<file path="src/rtl/seven_seg_scan_ctrl.sv">
// seven_seg_scan_ctrl: Avalon-MM slave that scans up to 8 hex digits across
// NUM_DIGITS common-anode displays on one shared active-low segment bus.
// Each digit slot is DRIVE (PRESCALE clocks) followed by BLANK (DEAD_CYCLES
// clocks) so the previous digit's segments never ghost onto the next one.
// Optional blink support is compiled in with `define SEVEN_SEG_SCAN_BLINK_EN.
module seven_seg_scan_ctrl #(
    parameter int NUM_DIGITS       = 4,
    parameter int DEFAULT_PRESCALE = 50000,
    parameter int DEAD_CYCLES      = 2,
    parameter int BLINK_DIV        = 64
) (
    input  logic                  clk,
    input  logic                  reset,
    input  logic [2:0]            address,
    input  logic                  chipselect,
    input  logic                  write,
    input  logic [31:0]           writedata,
    input  logic                  read,
    output logic [31:0]           readdata,
    output logic [6:0]            segs,
    output logic [NUM_DIGITS-1:0] digit_en
);

    typedef enum logic [1:0] {
        S_IDLE  = 2'd0,
        S_DRIVE = 2'd1,
        S_BLANK = 2'd2
    } state_e;

    localparam logic [2:0]  LAST_IDX  = 3'(NUM_DIGITS - 1);
    localparam logic [3:0]  DEAD_LAST = 4'(DEAD_CYCLES - 1);
    localparam logic [23:0] PS_RESET  = 24'(DEFAULT_PRESCALE);

    // Active-low hex font, bit0 = segment a
    function automatic logic [6:0] hex_decode(input logic [3:0] v);
        logic [6:0] s;
        case (v)
            4'h0: s = 7'h40;
            4'h1: s = 7'h79;
            4'h2: s = 7'h24;
            4'h3: s = 7'h30;
            4'h4: s = 7'h19;
            4'h5: s = 7'h12;
            4'h6: s = 7'h02;
            4'h7: s = 7'h78;
            4'h8: s = 7'h00;
            4'h9: s = 7'h10;
            4'hA: s = 7'h08;
            4'hB: s = 7'h03;
            4'hC: s = 7'h46;
            4'hD: s = 7'h21;
            4'hE: s = 7'h06;
            default: s = 7'h0E;
        endcase
        return s;
    endfunction

    // Register file
    logic [31:0] digits_q, digits_d;
    logic        enable_q, enable_d;
    logic [7:0]  mask_q, mask_d;
    logic [23:0] prescale_q, prescale_d;
    logic [31:0] readdata_q, readdata_d;

    // Scan state
    state_e      state_q, state_d;
    logic [2:0]  idx_q, idx_d;
    logic [23:0] slot_cnt_q, slot_cnt_d;
    logic [3:0]  dead_cnt_q, dead_cnt_d;
    logic [6:0]  segs_q, segs_d;
    logic [NUM_DIGITS-1:0] digit_en_q, digit_en_d;

    logic        wr_en, rd_en, ps_wr;
    logic [23:0] ps_eff;
    logic        slot_done, dead_done, frame_wrap;
    logic [7:0]  blink_dark;   // per-digit darkening from the blink phase

    assign wr_en  = chipselect & write;
    assign rd_en  = chipselect & read;
    assign ps_wr  = wr_en && (address == 3'd2);
    assign ps_eff = (prescale_q == 24'd0) ? 24'd1 : prescale_q;

    assign slot_done  = (slot_cnt_q == ps_eff - 24'd1);
    assign dead_done  = (dead_cnt_q == DEAD_LAST);
    assign frame_wrap = (state_q == S_BLANK) && enable_q && dead_done && (idx_q == LAST_IDX);

`ifdef SEVEN_SEG_SCAN_BLINK_EN
    logic [NUM_DIGITS-1:0] blink_mask_q, blink_mask_d;
    logic [15:0]           frame_cnt_q, frame_cnt_d;
    logic                  blink_off_q, blink_off_d;
    logic [7:0]            blink_mask8;

    assign blink_mask8 = 8'(blink_mask_q);
    assign blink_dark  = blink_off_d ? 8'(blink_mask_d) : 8'h00;

    // Blink mask register, frame counter and phase; idle parks the phase "on"
    always_comb begin
        blink_mask_d = blink_mask_q;
        frame_cnt_d  = frame_cnt_q;
        blink_off_d  = blink_off_q;
        if (wr_en && address == 3'd4)
            blink_mask_d = writedata[NUM_DIGITS-1:0];
        if (state_d == S_IDLE) begin
            frame_cnt_d = 16'd0;
            blink_off_d = 1'b0;
        end else if (frame_wrap) begin
            if (frame_cnt_q == 16'(BLINK_DIV - 1)) begin
                frame_cnt_d = 16'd0;
                blink_off_d = ~blink_off_q;
            end else begin
                frame_cnt_d = frame_cnt_q + 16'd1;
            end
        end
    end

    // Blink state registers
    always_ff @(posedge clk) begin
        if (reset) begin
            blink_mask_q <= '0;
            frame_cnt_q  <= 16'd0;
            blink_off_q  <= 1'b0;
        end else begin
            blink_mask_q <= blink_mask_d;
            frame_cnt_q  <= frame_cnt_d;
            blink_off_q  <= blink_off_d;
        end
    end
`else
    assign blink_dark = 8'h00;
`endif

    // Bus writes land at the accepting edge; unmapped bits are dropped
    always_comb begin
        digits_d   = digits_q;
        enable_d   = enable_q;
        mask_d     = mask_q;
        prescale_d = prescale_q;
        if (wr_en) begin
            case (address)
                3'd0: digits_d = writedata;
                3'd1: begin
                    enable_d = writedata[0];
                    mask_d   = writedata[15:8];
                end
                3'd2: prescale_d = writedata[23:0];
                default: ;
            endcase
        end
    end

    // Registered read mux; readdata holds between reads
    always_comb begin
        readdata_d = readdata_q;
        if (rd_en) begin
            case (address)
                3'd0: readdata_d = digits_q;
                3'd1: readdata_d = {16'd0, mask_q, 7'd0, enable_q};
                3'd2: readdata_d = {8'd0, prescale_q};
                3'd3: readdata_d = {23'd0, (state_q == S_DRIVE), 5'd0, idx_q};
`ifdef SEVEN_SEG_SCAN_BLINK_EN
                3'd4: readdata_d = 32'(blink_mask8);
`endif
                default: readdata_d = 32'd0;
            endcase
        end
    end

    // Scan FSM next state: a PRESCALE write restarts the current slot,
    // taking priority over its terminal count
    always_comb begin
        state_d    = state_q;
        idx_d      = idx_q;
        slot_cnt_d = slot_cnt_q;
        dead_cnt_d = dead_cnt_q;
        case (state_q)
            S_IDLE: begin
                idx_d      = 3'd0;
                slot_cnt_d = 24'd0;
                dead_cnt_d = 4'd0;
                if (enable_q) state_d = S_DRIVE;
            end
            S_DRIVE: begin
                if (ps_wr) begin
                    slot_cnt_d = 24'd0;
                end else if (slot_done) begin
                    state_d    = S_BLANK;
                    dead_cnt_d = 4'd0;
                end else begin
                    slot_cnt_d = slot_cnt_q + 24'd1;
                end
            end
            S_BLANK: begin
                if (dead_done) begin
                    state_d    = S_DRIVE;
                    slot_cnt_d = 24'd0;
                    idx_d      = (idx_q == LAST_IDX) ? 3'd0 : idx_q + 3'd1;
                end else begin
                    dead_cnt_d = dead_cnt_q + 4'd1;
                end
            end
            default: state_d = S_IDLE;
        endcase
        if (!enable_q) begin
            state_d    = S_IDLE;
            idx_d      = 3'd0;
            slot_cnt_d = 24'd0;
            dead_cnt_d = 4'd0;
        end
    end

    // Output decode from the upcoming state so pins change with the state
    always_comb begin
        segs_d     = 7'h7F;
        digit_en_d = '1;
        if (state_d == S_DRIVE && !mask_d[idx_d] && !blink_dark[idx_d]) begin
            segs_d = hex_decode(digits_d[{idx_d, 2'b00} +: 4]);
            for (int k = 0; k < NUM_DIGITS; k++)
                if (idx_d == 3'(k)) digit_en_d[k] = 1'b0;
        end
    end

    // All state, registers and outputs
    always_ff @(posedge clk) begin
        if (reset) begin
            digits_q   <= 32'd0;
            enable_q   <= 1'b0;
            mask_q     <= 8'd0;
            prescale_q <= PS_RESET;
            readdata_q <= 32'd0;
            state_q    <= S_IDLE;
            idx_q      <= 3'd0;
            slot_cnt_q <= 24'd0;
            dead_cnt_q <= 4'd0;
            segs_q     <= 7'h7F;
            digit_en_q <= '1;
        end else begin
            digits_q   <= digits_d;
            enable_q   <= enable_d;
            mask_q     <= mask_d;
            prescale_q <= prescale_d;
            readdata_q <= readdata_d;
            state_q    <= state_d;
            idx_q      <= idx_d;
            slot_cnt_q <= slot_cnt_d;
            dead_cnt_q <= dead_cnt_d;
            segs_q     <= segs_d;
            digit_en_q <= digit_en_d;
        end
    end

    assign readdata = readdata_q;
    assign segs     = segs_q;
    assign digit_en = digit_en_q;

endmodule

</file>
<file path="config.mk">
export PLATFORM = sky130hd
export DESIGN_NAME = seven_seg_scan_ctrl
export DESIGN_NICKNAME = d
export VERILOG_FILES = /design/src/rtl/seven_seg_scan_ctrl.sv
export SDC_FILE = /design/constraint.sdc
export NUM_CORES = 1
export LEC_CHECK = 0
export CAP_MARGIN = 10
export CORE_MARGIN = 10
export CORE_UTILIZATION = 45
export CTS_CLUSTER_SIZE = 30
export DETAILED_ROUTE_END_ITERATION = 8
export GPL_ROUTABILITY_DRIVEN = 0
export PLACE_DENSITY = 0.69
export SYNTH_ARGS = -nofsm -noshare
export SYNTH_HDL_FRONTEND = slang
export SYNTH_SLANG_ARGS = --single-unit
</file>
<file path="constraint.sdc">
create_clock -name clk -period 4.8 [get_ports clk]
set_input_delay 0.48 -clock clk [delete_from_list [all_inputs] [get_ports clk]]
set_output_delay 0.48 -clock clk [all_outputs]
set_load 0.02 [all_outputs]
</file>
Yosys cells after proc, flatten, opt, wreduce, memory -nomap -nowiden
Memory sizes are Yosys's and may differ from the RTL's. A register that Yosys moved wholly into a read port is not among the register bits.
Cells that the tools add are included.
{"block": "op_classes", "addsub": 4, "magnitude_cmp": 1, "n_eq_ne": 17, "shifts": 1, "n_mux": 30, "n_bitwise": 4, "reduce_logical": 16}
{"operator": "one-hot mux 32 bit (4 select lines)", "n": 1}
{"operator": "2-to-1 mux 24 bit", "n": 4}
{"operator": "one-hot mux 24 bit (3 select lines)", "n": 1}
{"operator": "2-to-1 mux 32 bit", "n": 2}
{"operator": "variable part select 32 x 6 -> 4 bit", "n": 1}
{"operator": "adder 24 x 1 -> 24 bit, second input constant", "n": 1}
{"operator": "== test 24 bit", "n": 1}
{"operator": "logical NOT 24 bit", "n": 1}
{"operator": "subtractor 24 x 1 -> 24 bit, second input constant", "n": 1}
{"operator": "2-to-1 mux 8 bit", "n": 2}
{"operator": "== test 3 x 2 -> 1 bit, second input constant", "n": 5}
{"operator": "2-to-1 mux 4 bit", "n": 3}
{"operator": "one-hot mux 4 bit (3 select lines)", "n": 1}
{"operator": "2-to-1 mux 3 bit", "n": 3}
{"operator": "2-to-1 mux 2 bit", "n": 4}
{"operator": "inequality test 2 bit, second input constant", "n": 4}
{"operator": "== test 3 x 1 -> 1 bit, second input constant", "n": 2}
{"operator": "logical NOT 3 bit", "n": 2}
{"operator": "2-to-1 mux 1 bit", "n": 6}
{"operator": "one-hot mux 2 bit (3 select lines)", "n": 1}
{"operator": "one-hot mux 3 bit (2 select lines)", "n": 1}
{"operator": "adder 4 x 1 -> 4 bit, second input constant", "n": 1}
{"operator": "== test 2 x 1 -> 1 bit, second input constant", "n": 2}
{"operator": "== test 4 x 1 -> 1 bit, second input constant", "n": 1}
{"operator": "other kinds (15)", "n": 22}
{"block": "totals", "regBits": 134, "romBits": 120, "input_bits": 40, "output_inout_bits": 43, "wordCells": 85, "memories": 2}
{"memory": "(name not given)", "words": 16, "width": 7, "rd": 1, "rd_clocked_by_memory_dff": 1, "wr": 0, "line": "37", "rtl": "case (v)"}
{"memory": "(name not given)", "words": 8, "width": 1, "rd": 1, "rd_clocked_by_memory_dff": 0, "wr": 0, "line": "215", "rtl": "if (state_d == S_DRIVE && !mask_d[idx_d] && !blink_dark[idx_d]) begin"}

Logic depth before layout (Yosys ltp)
{"block": "depth", "depth_word": 13, "depth_mapped": 17, "ltp_nobuf": 15}

Worst setup path after synthesis
No wires, ideal clock.
{"block": "synth_path", "kind": "reg-to-reg", "start": "register prescale_q[6]", "end": "register slot_cnt_q[0]", "setup_time_ns": 0.124, "t_arrival_ns": 3.755, "t_required_ns": 4.676, "slack_ns": 0.921, "path_stages_with_launch": 18, "path_buffers": 4, "period_less_slack_ns": 3.879, "cell_sequence": "dfxtp_1 -> buf_6 -> or4_1 -> buf_2 -> nor4_1 -> a21oi_1 -> ha_1 -> nor2b_1 -> a31oi_1 -> a311oi_1 -> a211o_1 -> a2111oi_0 -> nand4b_2 -> o21ai_2 -> buf_6 -> buf_2 -> xnor2_1 -> nor2_1"}
{"block": "synth_via", "elab_chain_len": 6}
{"item": "start, declared", "line": "62", "rtl": "logic [23:0] prescale_q, prescale_d;"}
{"item": "start signal, assigned", "line": "240", "rtl": "prescale_q <= prescale_d;"}
{"item": "logical NOT 24 bit", "line": "81", "rtl": "assign ps_eff = (prescale_q == 24'd0) ? 24'd1 : prescale_q;"}
{"item": "2-to-1 mux 24 bit *", "line": "81"}
{"item": "subtractor 24 x 1 -> 24 bit *", "line": "83", "rtl": "assign slot_done = (slot_cnt_q == ps_eff - 24'd1);"}
{"item": "== test 24 bit *", "line": "83"}
{"item": "inequality test 3 bit (no line) *"}
{"item": "AND reduction 3 bit (no line) *"}
{"item": "end signal, assigned", "line": "244", "rtl": "slot_cnt_q <= slot_cnt_d;"}
{"item": "end, declared", "line": "68", "rtl": "logic [23:0] slot_cnt_q, slot_cnt_d;"}
Mark *: on every way between the ends. The rest lies on a longest branch, timed or not.
A chain may end at the register's enable or synchronous reset.

Worst setup path after layout
{"block": "layout_path", "start": "register prescale_q[6]", "end": "register slot_cnt_q[3]"}
Same word-level chain as after synthesis.

==> results.yml <==
pwr:
  fin_total_pwr_mw: 2.61
  power.clock.fraction_pct: 48.8
  power-per-cell-area_nw_per_um2: 292
  switchingPower_mw: 0.671
  internal_power_mw: 1.94
  power.switching_fraction_pct: 25.7
  power.leakage_nw: 3.24
  p_comb_share_pct: 5.7
  power.sequential.fraction_pct: 45.6
  vdd_drop_max_v: 0.000257
detailed_routing:
  routed-wl-met2_mm: 10.4
  routed_wl_mm: 22.7
  ant_nets: 0
  post-route-drc-count: 0
  detailedRoute.firstPassIterationCount: 6
  met1_layer_wirelength_in_the_final_routing_mm: 10.4
  avgViaCountPerCell: 5.85
  met3_length_mm: 1.56
  top_signal_layer_used: "met4"
  dr.first_iter.drc_count: 771
  average_routed_wire_per_standard_cell_um: 19.0
  routed-via-count: 6989
cts:
  clock_tree.root_cell: "sky130_fd_sc_hd__clkbuf_16"
  cts-buffers-inserted: 17
  cts_tree: "built"
  clk_latency_ns: 0.43
  cts.clk_slew.worst_paths_ns: 0.07
  cts.htree.levels: 4
  clock_tree.buffer_depth: 2
  post_cts.repair.setup_buffers: 0
  tritoncts_num_sinks: 141
  cts_hold_buf: 0
timing:
  post-route-period-util_pct: 89.5
  timing_worst_slew_pin_value_ns: 1.04
  timing.slew.headroom_pct: 30.5
  max_clock_skew_ns: 0.00902
  setup_viol: 0
  unrepaired_setup_endpoints_after_global_routing: "no"
  setup_total_negative_slack_ns: 0
  hold_violations: 0
  timing.final.max_slew_violations: 0
  highest_clock_frequency_the_design_can_meet_mhz: 233
  period_needed_ns: 4.30
worst_hold_path:
  hold_path_depth: 2
  hold_end: "mask_q[1]"
  holdCritPathClass: "input port to register"
  min-delay-start: "reset"
floorplanning:
  placement_rows: 46
  die_area_um2: 22000
  die_w_um: 148
  design.portCount: 83
  core_area_um2: 16000
  die_height_um: 148
  initial_utilization_pct: 46.3
synth:
  synth_warn: 0
  synth_fp_nets: 957
  synth.distinct_cells: 67
  synth-seq-area-share_pct: 38.1
  syn_inst: 906
  postSynthRegisterBits: 141
  mappedNetlistArea_um2: 7410
  synth_edf_count: 0
  synth_area_per_cell_um2: 8.18
  flip_flop_cell_with_the_highest_count_after_synthesis: "sky130_fd_sc_hd__dfxtp_1"
  async_reset_ff_share_pct: 0
cells_and_area:
  utilization_pct: 55.9
  most-common-layout-cells: "141 x sky130_fd_sc_hd__dfxtp_1, 128 x sky130_fd_sc_hd__nand2_1, 106 x sky130_fd_sc_hd__nor2_1"
  finalInstanceArea_um2: 8940
  sequential_cell_area_um2: 2820
  insertedDiodeCount: 0
  commonest_non_fill_non_tap_cell_in_the_layout: "sky130_fd_sc_hd__dfxtp_1"
  syn2layout_area_growth_pct: 20.6
  final_net_count: 1017
  multiInputGateArea_um2: 4300
  post_route_cells_drive_above_1_share_pct: 9.50
  fillCellCount: 1521
setup_path:
  timing.critical_path.required_ns: 5.15
  worst-r2r-setup-slack_ns: 0.50
  critPathArrivalTime_ns: 4.64
  crit_chain: "or4_1, nor4_2, a21oi_1, ha_1, nor2b_1, a31oi_1, a311oi_1, a211o_1, a2111oi_0, nand4b_2, o21ai_2, buf_4, o21ai_0, o22ai_1"
  critPathMaxFanout: 39
  rr_startpoint: "prescale_q[6]"
  critical_setup_path_class: "register to register"
  regToRegEndpoint: "slot_cnt_q[3]"
  slowest_delay_ns: 0.64
  library_cell_contributing_the_largest_single_delay_on_the_critical_path: "sky130_fd_sc_hd__or4_1"
  r2r_cells: 14
  setup.worst_path.start_class: "register"
  worst_setup_path_end_kind: "register"
global_route:
  grt_use_total_pct: 20.4
  gr-total-overflow: 0
  vias_in_the_first_global_route: 6541
  number_of_antenna_violations_at_the_first_check_in_global_routing: 0
  grt_pass1_wl_mm: 36.3
  largest_net_degree_at_the_start_of_global_routing: 88
outcome:
  outcome: "finished clean"
placed_design:
  buffers_on_ports: 82
  place.detailed.hpwl_mm: 16.5
  dpl_cell_area_um2: 8370
job:
  cap_violations: 0
-- synth_stat cells (5+ instances only) --
master,instances,share of area [%]
sky130_fd_sc_hd__a21oi_1,57,3.8
sky130_fd_sc_hd__a22oi_1,32,3.2
sky130_fd_sc_hd__a31oi_1,7,0.59
sky130_fd_sc_hd__and2_1,5,0.42
sky130_fd_sc_hd__and3_1,14,1.2
sky130_fd_sc_hd__buf_1,7,0.35
sky130_fd_sc_hd__clkbuf_1,43,2.2
sky130_fd_sc_hd__dfxtp_1,141,38
sky130_fd_sc_hd__ha_1,11,1.9
sky130_fd_sc_hd__inv_1,11,0.56
sky130_fd_sc_hd__mux2_2,19,2.9
sky130_fd_sc_hd__mux2i_1,43,5.8
sky130_fd_sc_hd__nand2_1,128,6.5
sky130_fd_sc_hd__nand2b_1,7,0.59
sky130_fd_sc_hd__nand3_1,32,2.2
sky130_fd_sc_hd__nand3b_1,8,0.81
sky130_fd_sc_hd__nand4_1,10,0.84
sky130_fd_sc_hd__nor2_1,106,5.4
sky130_fd_sc_hd__nor2b_1,9,0.76
sky130_fd_sc_hd__nor3_1,14,0.95
sky130_fd_sc_hd__nor4_1,9,0.76
sky130_fd_sc_hd__o211ai_1,12,1.2
sky130_fd_sc_hd__o21a_1,10,1.0
sky130_fd_sc_hd__o21ai_0,35,2.4
sky130_fd_sc_hd__or2_2,6,0.51
sky130_fd_sc_hd__or3_1,16,1.4
sky130_fd_sc_hd__or4_1,5,0.51
sky130_fd_sc_hd__xnor2_1,20,2.4
sky130_fd_sc_hd__xor2_1,10,1.2
-- metal layers --
layer  track usage (%)  vias up
li1                  -     3366
met1              28.2     3328
met2              31.7      270
met3              4.46       25
met4              4.81        0
met5                 0        -
-- per-stage QoR --
step / hold slack, ns / instances / worst slack [ns]
floorplan: 0.443 / 906 / 0.921
global placement: 0.451 / 1163 / 0.540
detailed placement: 0.460 / 1163 / 0.393
CTS: 0.398 / 1195 / 0.404
global route: 0.411 / 1195 / 0.123
finish: 0.409 / 1195 / 0.502
-- critical path, delay by kind of cell, from the launching register on --
family / cells / cell delay, ns
DFF: 1 / 0.38
and+or+nand+nor: 4 / 1.45
AOI/OAI and AO/OA: 8 / 1.77
adders and majority gates: 1 / 0.24
buffers and inverters: 1 / 0.37
-- worst max-delay path by stage --
stage                        from             end  cells after the start
floorplan           prescale_q[6]   slot_cnt_q[0]                     17
global placement    prescale_q[6]   slot_cnt_q[3]                     14
detailed placement  prescale_q[6]   slot_cnt_q[3]                     14
CTS                 prescale_q[6]   slot_cnt_q[3]                     14
global route        prescale_q[6]  slot_cnt_q[15]                     14
finish              prescale_q[6]   slot_cnt_q[3]                     14
-- layout make-up --
cell class              instances  area share, %
well taps                     216           3.02
clock inverters                14           1.37
multi-input cells             696           48.1
repair buffers                 99           10.6
clock buffers                  18           4.91
flip-flops and latches        141           31.6
inverters                      11          0.462
-- state kept, by name, summed over array words and instances, names as in the netlist --
| name | flops |
|---|---|
| slot_cnt_q | 24 |
| digit_en | 4 |
| state_q | 2 |
| idx_q | 3 |
| mask_q | 8 |
| segs | 7 |
| dead_cnt_q | 4 |
| prescale_q | 24 |
| digits_q | 32 |
| enable_q | 1 |
| readdata | 32 |
-- cell families after synthesis --
| logic type | share of synthesized area (%) |
|---|---|
| and+or+nand+nor | 25.3 |
| AOI/OAI and AO/OA | 17.6 |
| DFF | 38.1 |
| buffers and inverters | 3.97 |
| muxes | 9.60 |
| xor gates and xnor gates | 3.54 |
| adders and majority gates | 1.86 |
-- repair_timing --
| action | 4_1_cts | 5_1_grt |
|---|---|---|
| gates resized for setup | 0 | 1 |
| endpoints found under the setup margin | 0 | 7 |
| hold endpoints to repair | 0 | 0 |
-- power groups by stage --
stage	Clock [mW]	Sequential, mW	Combinational [mW]
CTS	1.28	1.19	0.146
global placement	0	1.21	0.146
global route	1.33	1.19	0.158
floorplan	0	1.21	0.0764
finish	1.27	1.19	0.148
detailed placement	0	1.21	0.145
(Power assumes the default switching activity.)
==> RTL edit 1 (same flow settings) <==
Take the reset off `readdata_q` and load it in a clocked block of its own.
--- a/src/rtl/seven_seg_scan_ctrl.sv
+++ b/src/rtl/seven_seg_scan_ctrl.sv
@@ -226,7 +226,6 @@
             enable_q   <= 1'b0;
             mask_q     <= 8'd0;
             prescale_q <= PS_RESET;
-            readdata_q <= 32'd0;
             state_q    <= S_IDLE;
             idx_q      <= 3'd0;
             slot_cnt_q <= 24'd0;
@@ -238,7 +237,6 @@
             enable_q   <= enable_d;
             mask_q     <= mask_d;
             prescale_q <= prescale_d;
-            readdata_q <= readdata_d;
             state_q    <= state_d;
             idx_q      <= idx_d;
             slot_cnt_q <= slot_cnt_d;
@@ -248,6 +246,10 @@
         end
     end
 
+    always_ff @(posedge clk) begin
+        readdata_q <= readdata_d;
+    end
+
     assign readdata = readdata_q;
     assign segs     = segs_q;
     assign digit_en = digit_en_q;
Behaviour: differs if reset is asserted again (counterexample within 4 cycles, from zero or initial values and one cycle with reset high); with reset held inactive, the same outputs for 4 cycles.
==> RTL edit 1 against the original RTL <==
  * Total power rose by 6.4%
  * Sequential cell count unchanged
  * Worst setup slack worse by 62 ps
  * Clock power increased by 7%
  * Routed wire length is 0.87% higher
  * Die area is 4.2% higher
  * Core utilization decreased by 0.79 points
  * Combinational power is 20% higher
  * Synthesized cell count fell by 1.8%
  * Design area is 5.5% higher
  * Area after synthesis up 4.9%
  * Highest routed layer unchanged
==> RTL edit 1: results (changes against the original RTL) <==
outcome=finished, final reports clean (unchanged); Int Power=2140 µW (was 1940 µW); worst slew pin tran=891 ps (was 1040 ps); largest net degree at the start of global routing=68 (was 88); Synth top cells by count=dfxtp_1 (109), nor2_1 (103), nand2_1 (100) (was dfxtp_1 (141), nand2_1 (128), nor2_1 (106)); post-synthesis mux area share=8.58% (was 9.60%); CP max-delay cell=or4_4 (was or4_1); Multi-input gate area=4290 µm² (was 4300 µm²); clk_skew=7.39 ps (was 9.02 ps); post-synth net total=941 (was 957); first-pass GRT wire length=35.9 mm (was 36.3 mm); Seq/Total Area, Yosys=40.4% (was 38.1%); Worst path max stage delay=620 ps (was 640 ps); switching power=637 µW (was 671 µW); pre-CTS setup slack=463 ps (was 393 ps); Cell variety after synth=80 (was 67); top cells by area, synth=dfxtp_1 (28%), edfxtp_1 (12%), mux2i_1 (6.7%) (was dfxtp_1 (38%), nand2_1 (6.5%), mux2i_1 (5.8%)); clock latency on the worst-skew pair=430 ps (about the same); number of global-route vias before repair=6611 (was 6541); placed instance count=1156 (was 1163); worst vdd ir=0.000248 V (was 0.000257 V); crit path max fanout=12 (was 39); post-synthesis adder-cell area fraction=1.77% (was 1.86%); ratio of cells with drive above 1 in the final layout=9.97% (was 9.50%); DR vias=7076 (was 6989); nets=1001 (was 1017); post-detail-place hpwl=16.9 mm (was 16.5 mm); Clock net power=1360 µW (was 1270 µW); combinational power=177 µW (was 148 µW); vias per cell=5.96 (was 5.85); EDFF count, synth=32 (was 0); Compound-Gate Fraction of Synth Area=16.3% (was 17.6%); fill cell count=1600 (was 1521); Starting DRT DRC Count=779 (was 771); DRT Pass-1 Iters=6 (unchanged); CP delay by family, top=simple AND/OR/NAND/NOR gates (was compound AO/OA/AOI/OAI gates); WL final=22.9 mm (was 22.7 mm)
[RTL edit 1: cell type report]
| cell class | count | area share (%) |
|---|---|---|
| multi-input combinational | 664 | 45.5 |
| sequential | 141 | 33.3 |
| timing repair buffer | 112 | 11.2 |
| clock buffer | 18 | 4.66 |
| tap | 225 | 2.99 |
| clock inverter | 14 | 1.79 |
| inverter | 14 | 0.557 |
[RTL edit 1: path summary, 6_finish.rpt]
kind | startpoint | end | cells after the start | slack [ps]
setup / recovery | prescale_q[12] | slot_cnt_q[23] | 16 | 440
hold / removal | reset | slot_cnt_q[1] | 4 | 490
setup reg to reg | prescale_q[12] | slot_cnt_q[23] | 16 | 440
hold reg to reg | prescale_q[7] | prescale_q[7] | 2 | 520
[RTL edit 1: layer usage]
metal,track usage [%],part of all wire [%],vias to the layer above
li1,-,-,3351
met1,26.1,42,3351
met2,32.1,46,328
met3,4.04,9.1,46
met4,8.42,3.1,0
met5,0,0,-
==> RTL edit 2 (config.mk and constraints unchanged) <==
Without the edit above. Set the parameter `NUM_DIGITS` to 3 (it was 4).
--- a/src/rtl/seven_seg_scan_ctrl.sv
+++ b/src/rtl/seven_seg_scan_ctrl.sv
@@ -4,7 +4,7 @@
 // clocks) so the previous digit's segments never ghost onto the next one.
 // Optional blink support is compiled in with `define SEVEN_SEG_SCAN_BLINK_EN.
 module seven_seg_scan_ctrl #(
-    parameter int NUM_DIGITS       = 4,
+    parameter int NUM_DIGITS       = 3,
     parameter int DEFAULT_PRESCALE = 50000,
     parameter int DEAD_CYCLES      = 2,
     parameter int BLINK_DIV        = 64
Interface: changed (resized digit_en); port bits go from 83 to 82. No check against the original RTL was run, so the function may have changed too.
==> RTL edit 2 against the original RTL <==
  * First-iteration DRC count fell by 13%
  * Total power rose by 3.4%
  * Routed wire length fell by 3.0%
  * Design area rose by 0.35%
  * Global-route usage fell by 0.45 points
  * Sequential cell count fell by 1
  * Worst setup slack improved by 110 ps
  * Area after synthesis fell by 0.54%
  * Critical endpoint is now segs[5]
  * Largest cell class unchanged
==> RTL edit 2: results (changes against the original RTL) <==
outcome=finished, final reports clean (unchanged); Worst Reg2Reg Path Length in Cells=12 (was 14); Synth Area per Inst=8.38 µm² (was 8.18 µm²); Worst path max stage delay=900 ps (was 640 ps); post-detail-place hpwl=15.7 mm (was 16.5 mm); post-synthesis adder-cell area fraction=1.70% (was 1.86%); WL final=22.0 mm (was 22.7 mm); gr usage total=20.0% (was 20.4%); Synth top cells by count=dfxtp_1 (140), nor2_1 (109), nand2_1 (101) (was dfxtp_1 (141), nand2_1 (128), nor2_1 (106)); worst hold path type=reg -> reg (was in -> reg); Worst Hold Launch=digits_q[26] (was reset); clock latency on the worst-skew pair=430 ps (about the same); input/output buffers=81 (was 82); number of H-tree levels=4 (unchanged); crit path max fanout=12 (was 39); post-CTS setup buffers=0 (unchanged); Clock net power=1370 µW (was 1270 µW); vias per cell=5.75 (was 5.85); combinational power=146 µW; Leak Pwr=0.00352 µW (was 0.00324 µW); launch point of the worst path=dead_cnt_q[0] (was prescale_q[6]); initial antenna violation count=2 (was 0); RR Endpoint=segs[5] (was slot_cnt_q[3]); clk_skew=10.8 ps (was 9.02 ps); number of global-route vias before repair=6382 (was 6541); post-synthesis xor/xnor area fraction=3.33% (was 3.54%); post-cts sizing count=0 (unchanged); worst vdd ir=0.000263 V (was 0.000257 V); worst r2r src=dead_cnt_q[0] (was prescale_q[6]); post-synthesis mux area share=11.9% (was 9.60%); CP max-delay cell=o21ai_1 (was or4_1); clock root buffer=clkbuf_16 (unchanged); FF-to-FF setup slack=610 ps (was 500 ps); worst slew pin tran=1130 ps (was 1040 ps); CP delay by family, top=compound AO/OA/AOI/OAI gates (unchanged); Routed WL per cell=18.8 µm (was 19.0 µm); nets=991 (was 1017); DRT Pass-1 Iters=5 (was 6); largest net degree at the start of global routing=99 (was 88); crit path capture type=register (unchanged); Cell variety after synth=72 (was 67); ratio of cells with drive above 1 in the final layout=9.02% (was 9.50%); ys async rst share=0% (unchanged); Hold Path Stages=2 (unchanged); placed instance count=1138 (was 1163); post-synth net total=930 (was 957); top cells by area, synth=dfxtp_1 (38%), mux2i_1 (8.8%), nor2_1 (5.5%) (was dfxtp_1 (38%), nand2_1 (6.5%), mux2i_1 (5.8%)); CTS Buffer Depth=2 (unchanged); Starting DRT DRC Count=667 (was 771); first-pass GRT wire length=35.2 mm (was 36.3 mm); Compound-Gate Fraction of Synth Area=17.6% (about the same); Int Power=2070 µW (was 1940 µW); Hold Path End=readdata[26] (was mask_q[1]); Synth Flop Type=dfxtp_1 (unchanged); Seq/Total Area, Yosys=38.0% (was 38.1%)
RTL edit 2: cell types whose count changed in the layout (fill, tap and decap cells not counted), moves of 5 or more:
| cell | unedited run | this run |
|---|---|---|
| a21o_1 | 1 | 9 |
| or3_1 | 16 | 11 |
| nand3_1 | 32 | 27 |
| mux2i_1 | 43 | 65 |
| o211ai_1 | 12 | 6 |
| nand2_1 | 128 | 101 |
| nor3_1 | 14 | 24 |
| o21ai_0 | 35 | 24 |
| o21a_1 | 10 | 1 |
| o221ai_1 | 4 | 10 |
| a21oi_1 | 57 | 39 |
| a22oi_1 | 32 | 37 |
RTL edit 2: area by class of cell:
class | instances | area (µm²)
timing repair buffer | 102 | 963
sequential | 140 | 2800
clock inverter | 12 | 164
inverter | 15 | 56.3
tap | 216 | 270
fill | 1469 | 6970
multi-input combinational | 665 | 4270
antenna | 1 | 2.50
clock buffer | 19 | 443
RTL edit 2: per-stage QoR:
| step | setup WS [ps] | utilization, % | total power, µW | area [µm²] | hold slack, ps |
|---|---|---|---|---|---|
| after global routing | 222 | 56.3 | 2780 | 8970 | 531 |
| after floorplan | 956 | - | 1280 | 7370 | 465 |
| final | 607 | 56.3 | 2700 | 8970 | 496 |
| after detailed placement | 642 | 52.5 | 1350 | 8360 | 491 |
| after global placement | 709 | 52.5 | 1350 | 8360 | 473 |
| after CTS | 633 | 56.3 | 2710 | 8970 | 497 |
RTL edit 2: routing by layer:
| metal | global-route usage (%) | part of all wire, % | routed length, µm | up-vias |
|---|---|---|---|---|
| met5 | 0 | 0 | 0 | - |
| met4 | 6.00 | 1.5 | 340 | 0 |
| met3 | 6.81 | 7.4 | 1630 | 27 |
| met2 | 30.5 | 46 | 10100 | 227 |
| met1 | 26.0 | 45 | 10000 | 3177 |
| li1 | - | - | - | 3294 |
